$ cat config.mk
export PLATFORM = sky130hd
export DESIGN_NAME = data_mem_port
export DESIGN_NICKNAME = d
export VERILOG_FILES = /design/src/rtl/cpu_pkg.sv /design/src/rtl/dmem_ram.sv /design/src/rtl/data_mem_port.sv
export SDC_FILE = /design/constraint.sdc
export NUM_CORES = 2
export LEC_CHECK = 0
export ABC_CLOCK_PERIOD_IN_PS = 4480
export CAP_MARGIN = 20
export CORE_MARGIN = 4
export CORE_UTILIZATION = 30
export CTS_BUF_LIST = sky130_fd_sc_hd__clkbuf_16
export DETAILED_ROUTE_END_ITERATION = 16
export PLACE_DENSITY = 0.48
export SLEW_MARGIN = 10
export SYNTH_ARGS = -nofsm -noshare
export SYNTH_HDL_FRONTEND = slang
export SYNTH_SLANG_ARGS = --single-unit
$ cat constraint.sdc
create_clock -name clk -period 4.48 [get_ports clk]
set_clock_uncertainty 0.15 [all_clocks]
set_input_delay 0.896 -clock clk [delete_from_list [all_inputs] [get_ports clk]]
set_output_delay 0.896 -clock clk [all_outputs]
set_load 0.005 [all_outputs]
$ cat src/rtl/cpu_pkg.sv
// Shared types and widths for the data memory port and its RAM.
package cpu_pkg;

  localparam int unsigned DATA_W    = 16;
  localparam int unsigned REG_IDX_W = 4;
  localparam int unsigned MADDR_W   = 16;
  localparam int unsigned CNT_W     = 4;

  typedef enum logic [1:0] {
    S_IDLE   = 2'd0,
    S_WAIT   = 2'd1,
    S_ACCESS = 2'd2,
    S_RESP   = 2'd3
  } state_e;

  // Request captured at acceptance; both=1 marks a load|store collision.
  typedef struct packed {
    logic [MADDR_W-1:0]   addr;
    logic [DATA_W-1:0]    data;
    logic [REG_IDX_W-1:0] dest;
    logic                 is_store;
    logic                 both;
  } req_t;

  function automatic logic addr_in_range(input logic [MADDR_W-1:0] a,
                                         input int unsigned aw);
    return (a >> aw) == '0;
  endfunction

endpackage

$ cat src/rtl/dmem_ram.sv
// Single-port word RAM, synchronous write and registered read, no reset.
module dmem_ram
  import cpu_pkg::*;
#(
  parameter int unsigned ADDR_W = 8
) (
  input  logic              clk,
  input  logic              we,
  input  logic [ADDR_W-1:0] addr,
  input  logic [DATA_W-1:0] wdata,
  output logic [DATA_W-1:0] rdata
);

  localparam int unsigned DEPTH = 2 ** ADDR_W;

  logic [DATA_W-1:0] mem [DEPTH];
  logic [DATA_W-1:0] rdata_q;

  always_ff @(posedge clk) begin
    if (we) begin
      mem[addr] <= wdata;
    end
    rdata_q <= mem[addr];
  end

  assign rdata = rdata_q;

endmodule

$ cat src/rtl/data_mem_port.sv
// Memory-side end of the register file interface: wait-stated RAM access
// with pipeline stall and a one-cycle register-file write for loads.
module data_mem_port
  import cpu_pkg::*;
#(
  parameter int unsigned ADDR_W      = 8,
  parameter int unsigned WAIT_CYCLES = 1
) (
  input  logic                 clk,
  input  logic                 reset,
  input  logic                 load,
  input  logic                 store,
  input  logic [MADDR_W-1:0]   address,
  input  logic [DATA_W-1:0]    dataToMem,
  input  logic [REG_IDX_W-1:0] destReg,
  output logic                 stall,
  output logic [DATA_W-1:0]    writeData,
  output logic [REG_IDX_W-1:0] writeReg,
  output logic                 write,
  output logic                 fault
);

  localparam logic [CNT_W-1:0] WAIT_LOAD =
    CNT_W'((WAIT_CYCLES > 0) ? (WAIT_CYCLES - 1) : 0);

  state_e               state_q, state_d;
  req_t                 req_q, req_d;
  logic [CNT_W-1:0]     cnt_q, cnt_d;
  logic [DATA_W-1:0]    wdata_q, wdata_d;
  logic [REG_IDX_W-1:0] wreg_q, wreg_d;
  logic                 write_q, write_d;
  logic                 fault_q, fault_d;
  logic                 stall_c;
  logic                 ram_we;
  logic                 req_ok;
  logic [DATA_W-1:0]    ram_rdata;

  // The RAM is addressed from req_d so its registered read lands in ACCESS.
  dmem_ram #(.ADDR_W(ADDR_W)) u_ram (
    .clk   (clk),
    .we    (ram_we),
    .addr  (req_d.addr[ADDR_W-1:0]),
    .wdata (req_q.data),
    .rdata (ram_rdata)
  );

  always_comb begin
    state_d = state_q;
    req_d   = req_q;
    cnt_d   = cnt_q;
    wdata_d = wdata_q;
    wreg_d  = wreg_q;
    write_d = 1'b0;
    fault_d = 1'b0;
    ram_we  = 1'b0;
    stall_c = 1'b0;
    req_ok  = addr_in_range(req_q.addr, ADDR_W);

    case (state_q)
      S_IDLE, S_RESP: begin
        if (load | store) begin
          stall_c = 1'b1;
          req_d   = '{addr: address, data: dataToMem, dest: destReg,
                      is_store: store, both: load & store};
          if (WAIT_CYCLES > 0) begin
            state_d = S_WAIT;
            cnt_d   = WAIT_LOAD;
          end else begin
            state_d = S_ACCESS;
          end
        end else begin
          state_d = S_IDLE;
        end
      end
      S_WAIT: begin
        stall_c = 1'b1;
        if (cnt_q == '0) begin
          state_d = S_ACCESS;
        end else begin
          cnt_d = cnt_q - CNT_W'(1);
        end
      end
      S_ACCESS: begin
        stall_c = 1'b1;
        state_d = S_RESP;
        fault_d = req_q.both | ~req_ok;
        if (req_q.is_store) begin
          ram_we = req_ok;
        end else begin
          write_d = 1'b1;
          wreg_d  = req_q.dest;
          wdata_d = req_ok ? ram_rdata : '0;
        end
      end
      default: state_d = S_IDLE;
    endcase
  end

  always_ff @(posedge clk or posedge reset) begin
    if (reset) begin
      state_q <= S_IDLE;
      req_q   <= '0;
      cnt_q   <= '0;
      wdata_q <= '0;
      wreg_q  <= '0;
      write_q <= 1'b0;
      fault_q <= 1'b0;
    end else begin
      state_q <= state_d;
      req_q   <= req_d;
      cnt_q   <= cnt_d;
      wdata_q <= wdata_d;
      wreg_q  <= wreg_d;
      write_q <= write_d;
      fault_q <= fault_d;
    end
  end

  assign stall     = stall_c;
  assign writeData = wdata_q;
  assign writeReg  = wreg_q;
  assign write     = write_q;
  assign fault     = fault_q;

endmodule

==> flow_summary.toml <==
[floorplanning]
io_pins = 63
die_h_microns = 739.9
core_area_sq_um = 533200
start_util_pct = 30.14
die_area_sq_um = 547500
rows = 268
fp.dieW_microns = 739.9

[pwr]
p_leak_nw = 68.89
ir_worst_vdd_mv = 0.5099
power.density_nw_per_um2 = 742.0

[synth]
ys_ff_latch = 4178
synthFlopType = "edfxtp_1"
synth_area_sq_um = 160700
yosysMostFrequentCell = "edfxtp_1"
synth-seq-area-share_pct = 77.76
yosysTopAreaCell = "edfxtp_1"
synth_cells = 9890
yosys_warnings = 0
synth_edf_count = 4096
ys_types = 52
synth.avg_cell_area_sq_um = 16.25
synth_fp_nets = 9933
synth_common_cells = "edfxtp_1, nand2_1, mux2i_1"
synth_top_area_share_pct = 76.53
synth_area_leaders = "edfxtp_1, mux2i_1, nand2_1"
async_flop_share_pct = 1.580

[placed_design]
gp_congestion = 0.8602
port_buffers = 62
place_ws_ns = -1.632
post_dp_cell_area_sq_um = 182900
hpwl_microns = 323900

[routing]
drc = 0
first_pass_iters = 8
ant_nets = 0
drt_iter0_drc = 10065
wl_per_cell_microns = 27.29
drt-vias-per-instance = 5.050
wl_microns = 504000
dr_total_vias = 93280

[clock_tree]
cts.htree.levels = 5
clk_pin_slew_ns = 0.06
cts_root_buf = "clkbuf_16"
clock_sinks = 4178
clockBufferDepth = 4
cts_buffers = 425
clock_latency_ns = 1.02
cts_tree = "done"

[timing]
setup_viol = 0
fin_ws_ns = 0.02652
grt_setup_unrepaired = "true"
relSlewSlack_pct = 19.68
tightest_slew_ns = 1.205
fmaxAchievable_ghz = 0.2245
fin_crit_sh_pct = 99.41
fin_crit_ns = 4.453
hold_viol_final = 0
drv_slew = 0

[critical_path]
crit_chain = "inv_1, ha_1, buf_6, o21ai_4, buf_12, buf_4, mux2_4, buf_12, nand2_1, buf_12, a21oi_1, nor4_4, buf_4, nand4_1, buf_4, a22oi_2, buf_6, nand4_1"
start_kind = "flip-flop"
crit_slowest_cell = "a22oi_2"
worstSetupPathType = "flip-flop to flip-flop"
critPathCaptureType = "flip-flop"
worstPathRequired_ns = 5.14
r2r_setup_slack_ns = 0.03
slowest_delay_ns = 0.47
critPathArrivalTime_ns = 5.12
path_max_fanout = 20

[flow_run]
max_cap_violations = 0

[global_route]
antenna_found_initial = 37
grt_pass1_wl_microns = 707500
first_global_vias = 92005
track_usage_pct = 17.74
gr-total-overflow = 0
grt_max_degree = 129

[layout]
drive_above_1_share_pct = 19.37
seq_area_sq_um = 125000
fill_cells = 49355
syn2layout_area_growth_pct = 23.00
multiInputGateArea_sq_um = 33430
postLayoutCellArea_sq_um = 197700
num-nets-final = 11126

[run_status]
outcome = "complete, no violations"

[worst_hold_path]
hp-class = "flip-flop to flip-flop"
==> logic make-up (layout without fill, tap and decap cells) <==
kind of cell               after synthesis  count (layout)  share of synthesized area, %
adders and majority gates                3               3                       0.02336
DFF                                   4178            4178                         77.76
AOI/OAI and AO/OA                     1098            1098                         4.339
other                                    0              10                             0
muxes                                 1225            1225                         8.833
and+or+nand+nor                       2772            2772                         7.318
buffers and inverters                  614            2167                         1.725
==> power breakdown <==
| group | internal (W) | switching (W) | total, W |
|---|---|---|---|
| combinational | 0.0221 | 0.0375 | 0.0596 |
| sequential | 0.0487 | 0.00184 | 0.0506 |
| clock | 0.0212 | 0.0152 | 0.0365 |
==> worst max-delay path, delay by kind of cell, from the launching register on <==
family                   cells  cell delay [ns]
buffers and inverters        9             1.56
AND/OR/NAND/NOR              4             0.90
AO/OA/AOI/OAI                3             0.68
flip-flops                   1             0.35
adder cells (fa/ha/maj)      1             0.34
multiplexers                 1             0.32
==> flip-flops by register name (all words and copies together), names as in the netlist <==
name,flops
writeReg,4
write,1
state_q,2
u_ram.mem,4096
writeData,16
fault,1
req_q,38
cnt_q,4
u_ram.rdata,16
==> final timing paths <==
check,start,endpoint,depth (start not counted)
hold reg to reg,u_ram.rdata[14],writeData[14],2
setup reg to reg,state_q[0],u_ram.rdata[6],18
min in group asynchronous,reset,req_q[19],3
setup / recovery,state_q[0],u_ram.rdata[6],18
max in group asynchronous,reset,req_q[6],4
hold / removal,u_ram.rdata[14],writeData[14],2
==> layer usage <==
layer,share of wire [%],up-vias,GRT usage (%),routed length [microns]
met5,0.017,-,0,87
met1,44,48753,24.74,220100
li1,-,40804,-,-
met4,3.0,12,4.925,14980
met2,47,3089,29.04,238300
met3,6.1,622,2.414,30650
==> through the flow <==
stage | hold WS [ns] | utilization, % | TNS (ns) | cells | total power, W
floorplan | 0.2643 | - | 0 | 9890 | 0.07976
global placement | 0.2808 | 34.29 | -152.08 | 17652 | 0.1102
detailed placement | 0.2813 | 34.31 | -158.01 | 17657 | 0.1108
CTS | 0.1924 | 37.04 | -0.005505 | 18453 | 0.1476
global route | 0.2667 | 37.07 | -0.05126 | 18465 | 0.1523
finish | 0.2815 | 37.08 | 0 | 18473 | 0.1467
==> repair_timing <==
item / 4_1_cts / 5_1_grt
setup buffers: 7 / 14
pin swaps: 7 / 6
hold endpoints to repair: 11 / 0
hold buffers: 1 / 0
cloned: 1 / 0
setup endpoints to repair: 9 / 14
gates resized for setup: 22 / 17
==> layout by cell type, fill, tap and decap left out, drive strengths merged, types with 2 or more instances in the layout <==
| cell type | count |
|---|---|
| clkinv | 177 |
| a21oi | 345 |
| dfrtp | 66 |
| o22ai | 461 |
| clkinvlp | 24 |
| nand2 | 1704 |
| or4 | 2 |
| nor4 | 176 |
| nand4b | 2 |
| mux4 | 153 |
| o211ai | 3 |
| o2111ai | 63 |
| o21ai | 10 |
| clkbuf | 430 |
| a22oi | 75 |
| a222oi | 2 |
| a31oi | 65 |
| edfxtp | 4096 |
| mux2 | 5 |
| a2111oi | 16 |
| nand3 | 399 |
| bufinv | 66 |
| and2 | 3 |
| nor2 | 336 |
| dfxtp | 16 |
| mux2i | 1067 |
| a41oi | 16 |
| nor3 | 4 |
| inv | 105 |
| a32oi | 34 |
| ha | 3 |
| diode | 10 |
| nand4 | 126 |
| clkdlybuf4s50 | 62 |
| buf | 1301 |
| nand2b | 6 |
| nor3b | 4 |
| nand3b | 8 |
==> layout make-up <==
cell class              instances  area share (%)
diodes                         10         0.01266
clock buffers                 430           5.443
clock inverters               357           1.810
inverters                      15         0.03671
multi-input cells            5098           16.91
flip-flops and latches       4178           63.25
well taps                    7020           4.443
repair buffers               1365           8.096
(Power assumes the default switching activity.)
